`src/rtl/tdm_mux8_if.sv`:
```
// Frame-in / serial-out bundle for tdm_mux8.
// The frame source sits on the master side and the multiplexer on the slave side.
interface tdm_mux8_if #(
    parameter int unsigned WIDTH = 1
);
    logic [8*WIDTH-1:0] D;
    logic               IN_VALID;
    logic               IN_READY;
    logic [WIDTH-1:0]   O;
    logic [2:0]         S;
    logic               OE;
    logic               FRAME;

    modport master (
        output D, IN_VALID,
        input  IN_READY, O, S, OE, FRAME
    );

    modport slave (
        input  D, IN_VALID,
        output IN_READY, O, S, OE, FRAME
    );
endinterface

```
`src/rtl/tdm_mux8.sv`:
```
// Eight-channel time-division multiplexer: latches a frame and plays its channels
// out on O/S, holding each slot for HOLD cycles, with back-to-back frame chaining.
module tdm_mux8 #(
    parameter int unsigned WIDTH = 1,
    parameter int unsigned HOLD  = 1
) (
    input  logic       CLK,
    input  logic       RSTN,
    tdm_mux8_if.slave  bus
);
    localparam int unsigned     HW        = $clog2(HOLD + 1);
    localparam logic [HW-1:0]   HOLD_LAST = HW'(HOLD - 1);

    localparam logic [0:0] IDLE = 1'b0;
    localparam logic [0:0] SEND = 1'b1;

    logic [0:0]         state_q, state_d;
    logic [8*WIDTH-1:0] frame_q, frame_d;
    logic [2:0]         s_q, s_d;
    logic [HW-1:0]      hold_q, hold_d;
    logic [WIDTH-1:0]   o_q, o_d;
    logic               oe_q, oe_d;
    logic               fr_q, fr_d;
    logic               slot_end;
    logic               ready;
    logic               accept;
    logic [2:0]         s_nxt;

    assign slot_end = (hold_q == HOLD_LAST);
    // Ready opens only in the last cycle of slot 7 so a new frame chains without a gap.
    assign ready    = (state_q == IDLE) || ((s_q == 3'd7) && slot_end);
    assign accept   = bus.IN_VALID && ready;
    assign s_nxt    = s_q + 3'd1;

    always_comb begin
        state_d = state_q;
        frame_d = frame_q;
        s_d     = s_q;
        hold_d  = hold_q;
        o_d     = o_q;
        oe_d    = oe_q;
        fr_d    = fr_q;
        if (accept) begin
            state_d = SEND;
            frame_d = bus.D;
            s_d     = 3'd0;
            hold_d  = '0;
            o_d     = bus.D[WIDTH-1:0];
            oe_d    = 1'b1;
            fr_d    = 1'b1;
        end else if (state_q == SEND) begin
            fr_d = 1'b0;
            if (!slot_end) begin
                hold_d = hold_q + HW'(1);
            end else if (s_q == 3'd7) begin
                state_d = IDLE;
                s_d     = 3'd0;
                hold_d  = '0;
                o_d     = '0;
                oe_d    = 1'b0;
            end else begin
                s_d    = s_nxt;
                hold_d = '0;
                o_d    = frame_q[s_nxt*WIDTH +: WIDTH];
            end
        end
    end

    always_ff @(posedge CLK or negedge RSTN) begin
        if (!RSTN) begin
            state_q <= IDLE;
            frame_q <= '0;
            s_q     <= '0;
            hold_q  <= '0;
            o_q     <= '0;
            oe_q    <= 1'b0;
            fr_q    <= 1'b0;
        end else begin
            state_q <= state_d;
            frame_q <= frame_d;
            s_q     <= s_d;
            hold_q  <= hold_d;
            o_q     <= o_d;
            oe_q    <= oe_d;
            fr_q    <= fr_d;
        end
    end

    assign bus.IN_READY = ready;
    assign bus.O        = o_q;
    assign bus.S        = s_q;
    assign bus.OE       = oe_q;
    assign bus.FRAME    = fr_q;
endmodule
```
`src/flat_wrapper.sv`:
```
// flat-port wrapper written by rule: the top's interface ports become plain ports
module tdm_mux8_flat 
#(
    parameter int unsigned WIDTH = 1,
    parameter int unsigned HOLD  = 1
)
  (CLK, RSTN, bus_D, bus_IN_VALID, bus_IN_READY, bus_O, bus_S, bus_OE, bus_FRAME);
  tdm_mux8_if #(.WIDTH(WIDTH)) bus_i ();
  input  logic CLK;
  input  logic RSTN;
  input wire logic [$bits(bus_i.D)-1:0] bus_D;
  input wire logic [$bits(bus_i.IN_VALID)-1:0] bus_IN_VALID;
  output wire logic [$bits(bus_i.IN_READY)-1:0] bus_IN_READY;
  output wire logic [$bits(bus_i.O)-1:0] bus_O;
  output wire logic [$bits(bus_i.S)-1:0] bus_S;
  output wire logic [$bits(bus_i.OE)-1:0] bus_OE;
  output wire logic [$bits(bus_i.FRAME)-1:0] bus_FRAME;
  assign bus_i.D = bus_D;
  assign bus_i.IN_VALID = bus_IN_VALID;
  assign bus_IN_READY = bus_i.IN_READY;
  assign bus_O = bus_i.O;
  assign bus_S = bus_i.S;
  assign bus_OE = bus_i.OE;
  assign bus_FRAME = bus_i.FRAME;
  tdm_mux8 #(.WIDTH(WIDTH), .HOLD(HOLD)) u_core (.CLK(CLK), .RSTN(RSTN), .bus(bus_i));
endmodule
```
`config.mk`:
```
export PLATFORM = sky130hd
export DESIGN_NAME = tdm_mux8_flat
export DESIGN_NICKNAME = d
export VERILOG_FILES = /design/src/rtl/tdm_mux8_if.sv /design/src/rtl/tdm_mux8.sv /design/src/flat_wrapper.sv
export SDC_FILE = /design/constraint.sdc
export NUM_CORES = 1
export LEC_CHECK = 0
export CORE_MARGIN = 1
export CORE_UTILIZATION = 48
export DETAILED_ROUTE_END_ITERATION = 12
export MAX_ROUTING_LAYER = met4
export PLACE_DENSITY = 0.84
export SLEW_MARGIN = 30
export SYNTH_ARGS = -nofsm -noshare
export SYNTH_HDL_FRONTEND = slang
export SYNTH_SLANG_ARGS = --single-unit
```
`constraint.sdc`:
```
create_clock -name CLK -period 3.8 [get_ports CLK]
set_input_delay 0.76 -clock CLK [delete_from_list [all_inputs] [get_ports CLK]]
set_output_delay 0.76 -clock CLK [all_outputs]
set_load 0.02 [all_outputs]
```
==> results.md <==
* Maximum clock path buffer count at 2
* Area Growth Syn to Fin at 32.8%
* WL final at 1140 µm
* Post-Syn Area per Cell at 12.6 µm²
* Via Count at 468
* DR pass1 iterations at 3
* Internal power at 0.486 mW
* Resize count post-CTS at 0
* FF-to-FF setup slack at 1.88 ns
* Routability Congestion at 0.795
* Clock Power Share at 11.5%
* HPWL after detailed placement at 886 µm
* Final Slew Violations at 0
* Crit-path max FO at 7
* I/O pin total at 18
* Slew margin rel. at 56.8%
* Initial core utilization at 55.1%
* Number of library cell types mapped by synthesis at 18
* Sw frac at 36.5%
* Clk sink count at 15
* First-pass GRT wire length at 1920 µm
* Arr. time, crit path at 2.09 ns
* Largest net degree at the start of global routing at 16
* Final setup vio count at 0
* Crit Path Class: flop to primary output
* Hold_buf cts at 0
* R2r worst-path depth at 6
* Main area contributors after synthesis: dfrtp_1, mux2_2, mux2i_1
* Sequential Power Share at 38.3%
* Critical R2R Launch: u_core.bus.S[0]$_DFFE_PN0P_
* Pwr dens at 883 nW/µm²
* Antenna violations before repair at 0
* Worst Setup End Kind: primary output
* Number of max-cap violations at 0
* Slew @ Worst Pin at 0.646 ns
* # rows at 12
* Net Count, Synth at 65
* WP data required at 3.04 ns
* Top-area cell type share of the netlist area at 57.5%
* Period Utilization, post-route at 75.0%
* Via/cell ratio at 5.38
* Combinational Power Share at 50.2%
* DRT iter0 DRCs at 8
* Seq cells post-synth at 15
* CTS root buf: clkbuf_4
* Total GRT Usage at 20.4%
* CORE AREA at 1190 µm²
* Die height at 38.9 µm
* Clock latency on the worst-skew pair at 0.28 ns
* H-tree Lvls at 1
* Cell taking the most area after synthesis: dfrtp_1
* Startpoint types: flop
* Commonest non-fill, non-tap cell in the layout: clkdlybuf4s50_1
* Peak VDD IR at 0.492 mV
* Setup bufs post-CTS at 0
* Diodes inserted at 0
* Die X at 38.9 µm
* Reg clk slew, reported paths at 0.09 ns
* Final hold violation count at 0
* Nets at 87
* Cts bufs inserted at 3
* Class of the worst hold path: flop to flop
* Outcome: finished clean
* R2R Path End: u_core.frame_q[6]$_DFFE_PN0P_
* Routed Antenna Nets at 0
* Vias in the first global route at 435
* Congestion Overflow GR at 0
* Share of post-route cells with drive strength above 1 at 17.8%
* Die ar. at 1510 µm²
* RSZ-0062 raised after global routing: no
* Cell area after layout at 867 µm²
* Synth Instances at 52
* Port Buffers at 17
* Number of synthesis warnings at 0
* CTS tree: yes
* Net switching power at 0.279 mW
* DR WL/cell at 13.0 µm
* Leakage at 0.383 nW
* Post-Layout Cell Count at 87
* Worst Setup EP: bus_IN_READY
* Placed Area at 841 µm²
* Mapped Area at 653 µm²
* Min Clock Period, post-route at 2.85 ns
* Crit path launch: u_core.bus.S[0]$_DFFE_PN0P_
* Fin Setup TNS at 0 ns
* Placed insts at 83
* Max Fclk at 351 MHz
* Clock Skew at 0.00459 ns
* DRC Markers at 0
* Part of the Yosys area used for sequential elements at 57.5%
* Commonest cells after routing, fill and taps aside: clkdlybuf4s50_1, dfrtp_1, mux2_2
-- worst max-delay path, stage by stage, from the launching register on --
cell and delay [ns]:
dfrtp_1 0.49, ha_1 0.19, ha_1 0.16, and2b_1 0.23
inv_2 0.13, clkdlybuf4s50_1 0.62
-- final cells by class --
| class | instances | area, µm² |
|---|---|---|
| timing repair buffer | 17 | 170 |
| inverter | 2 | 7.51 |
| sequential | 15 | 375 |
| fill | 94 | 319 |
| tap | 14 | 17.5 |
| multi-input combinational | 35 | 270 |
| clock buffer | 4 | 26.3 |
-- cells by family (layout without fill, tap and decap cells) --
kind of cell             after synthesis  in the layout  share of synthesized area, %
buffers and inverters                  2             23                          1.15
AO/OA/AOI/OAI                          6              6                          5.75
multiplexers                          11             11                          20.1
flip-flops                            15             15                          57.5
adder cells (fa/ha/maj)                2              2                          3.83
AND/OR/NAND/NOR                       16             16                          11.7
-- through the flow --
stage / total power [mW] / hold slack, ns / worst slack [ns] / utilization (%)
after floorplan: 0.547 / 0.442 / 1.76 / -
after global routing: 0.826 / 0.520 / 0.831 / 73.1
after CTS: 0.774 / 0.496 / 0.937 / 73.1
after global placement: 0.666 / 0.471 / 1.31 / 70.9
after detailed placement: 0.684 / 0.476 / 1.25 / 70.9
final: 0.765 / 0.492 / 0.952 / 73.1
-- worst min-delay path by stage --
| stage | start | slack, ns | to | depth (start not counted) |
|---|---|---|---|---|
| 5_1_grt | u_core.frame_q[5]$_DFFE_PN0P_ | 0.52 | u_core.frame_q[5]$_DFFE_PN0P_ | 1 |
| 3_5_place_dp | u_core.frame_q[0]$_DFFE_PN0P_ | 0.48 | u_core.frame_q[0]$_DFFE_PN0P_ | 2 |
| 4_1_cts | u_core.frame_q[0]$_DFFE_PN0P_ | 0.50 | u_core.frame_q[0]$_DFFE_PN0P_ | 2 |
| 3_3_place_gp | u_core.frame_q[0]$_DFFE_PN0P_ | 0.47 | u_core.frame_q[0]$_DFFE_PN0P_ | 2 |
| 2_1_floorplan | u_core.frame_q[0]$_DFFE_PN0P_ | 0.44 | u_core.frame_q[0]$_DFFE_PN0P_ | 2 |
| 6_report | u_core.frame_q[0]$_DFFE_PN0P_ | 0.49 | u_core.frame_q[0]$_DFFE_PN0P_ | 2 |
-- synth_stat cells --
cell type / instances
o21ai_0: 3
nand2_2: 1
a22o_1: 1
o2111ai_1: 1
nand3b_1: 1
mux2i_1: 3
mux2_2: 7
and2b_1: 1
nand3_1: 3
mux4_2: 1
inv_1: 1
a21oi_1: 1
nand2b_1: 1
dfrtp_1: 15
inv_2: 1
nor2_1: 3
nand2_1: 6
ha_1: 2
-- power groups by stage --
stage | Combinational, mW | Sequential (mW) | Clock, mW
2_1_floorplan | 0.226 | 0.321 | 0
3_3_place_gp | 0.374 | 0.293 | 0
3_5_place_dp | 0.388 | 0.296 | 0
4_1_cts | 0.389 | 0.292 | 0.0921
5_1_grt | 0.424 | 0.302 | 0.0997
6_report | 0.384 | 0.293 | 0.0882
-- metal layers --
metal,track usage (%),vias up,part of all wire [%]
met1,25.8,225,46
li1,-,228,-
met2,28.7,13,48
met3,5.78,2,4.8
met4,12.9,0,0.97
met5,-,-,0
-- sequential cells by signal, indices dropped and copies added (netlist names) --
name	count
u_core.frame_q	8
u_core.bus.S	3
u_core.state_q	1
u_core.bus.O	1
u_core.bus.OE	1
u_core.bus.FRAME	1
Note: power is estimated with default switching activity, not from simulation.
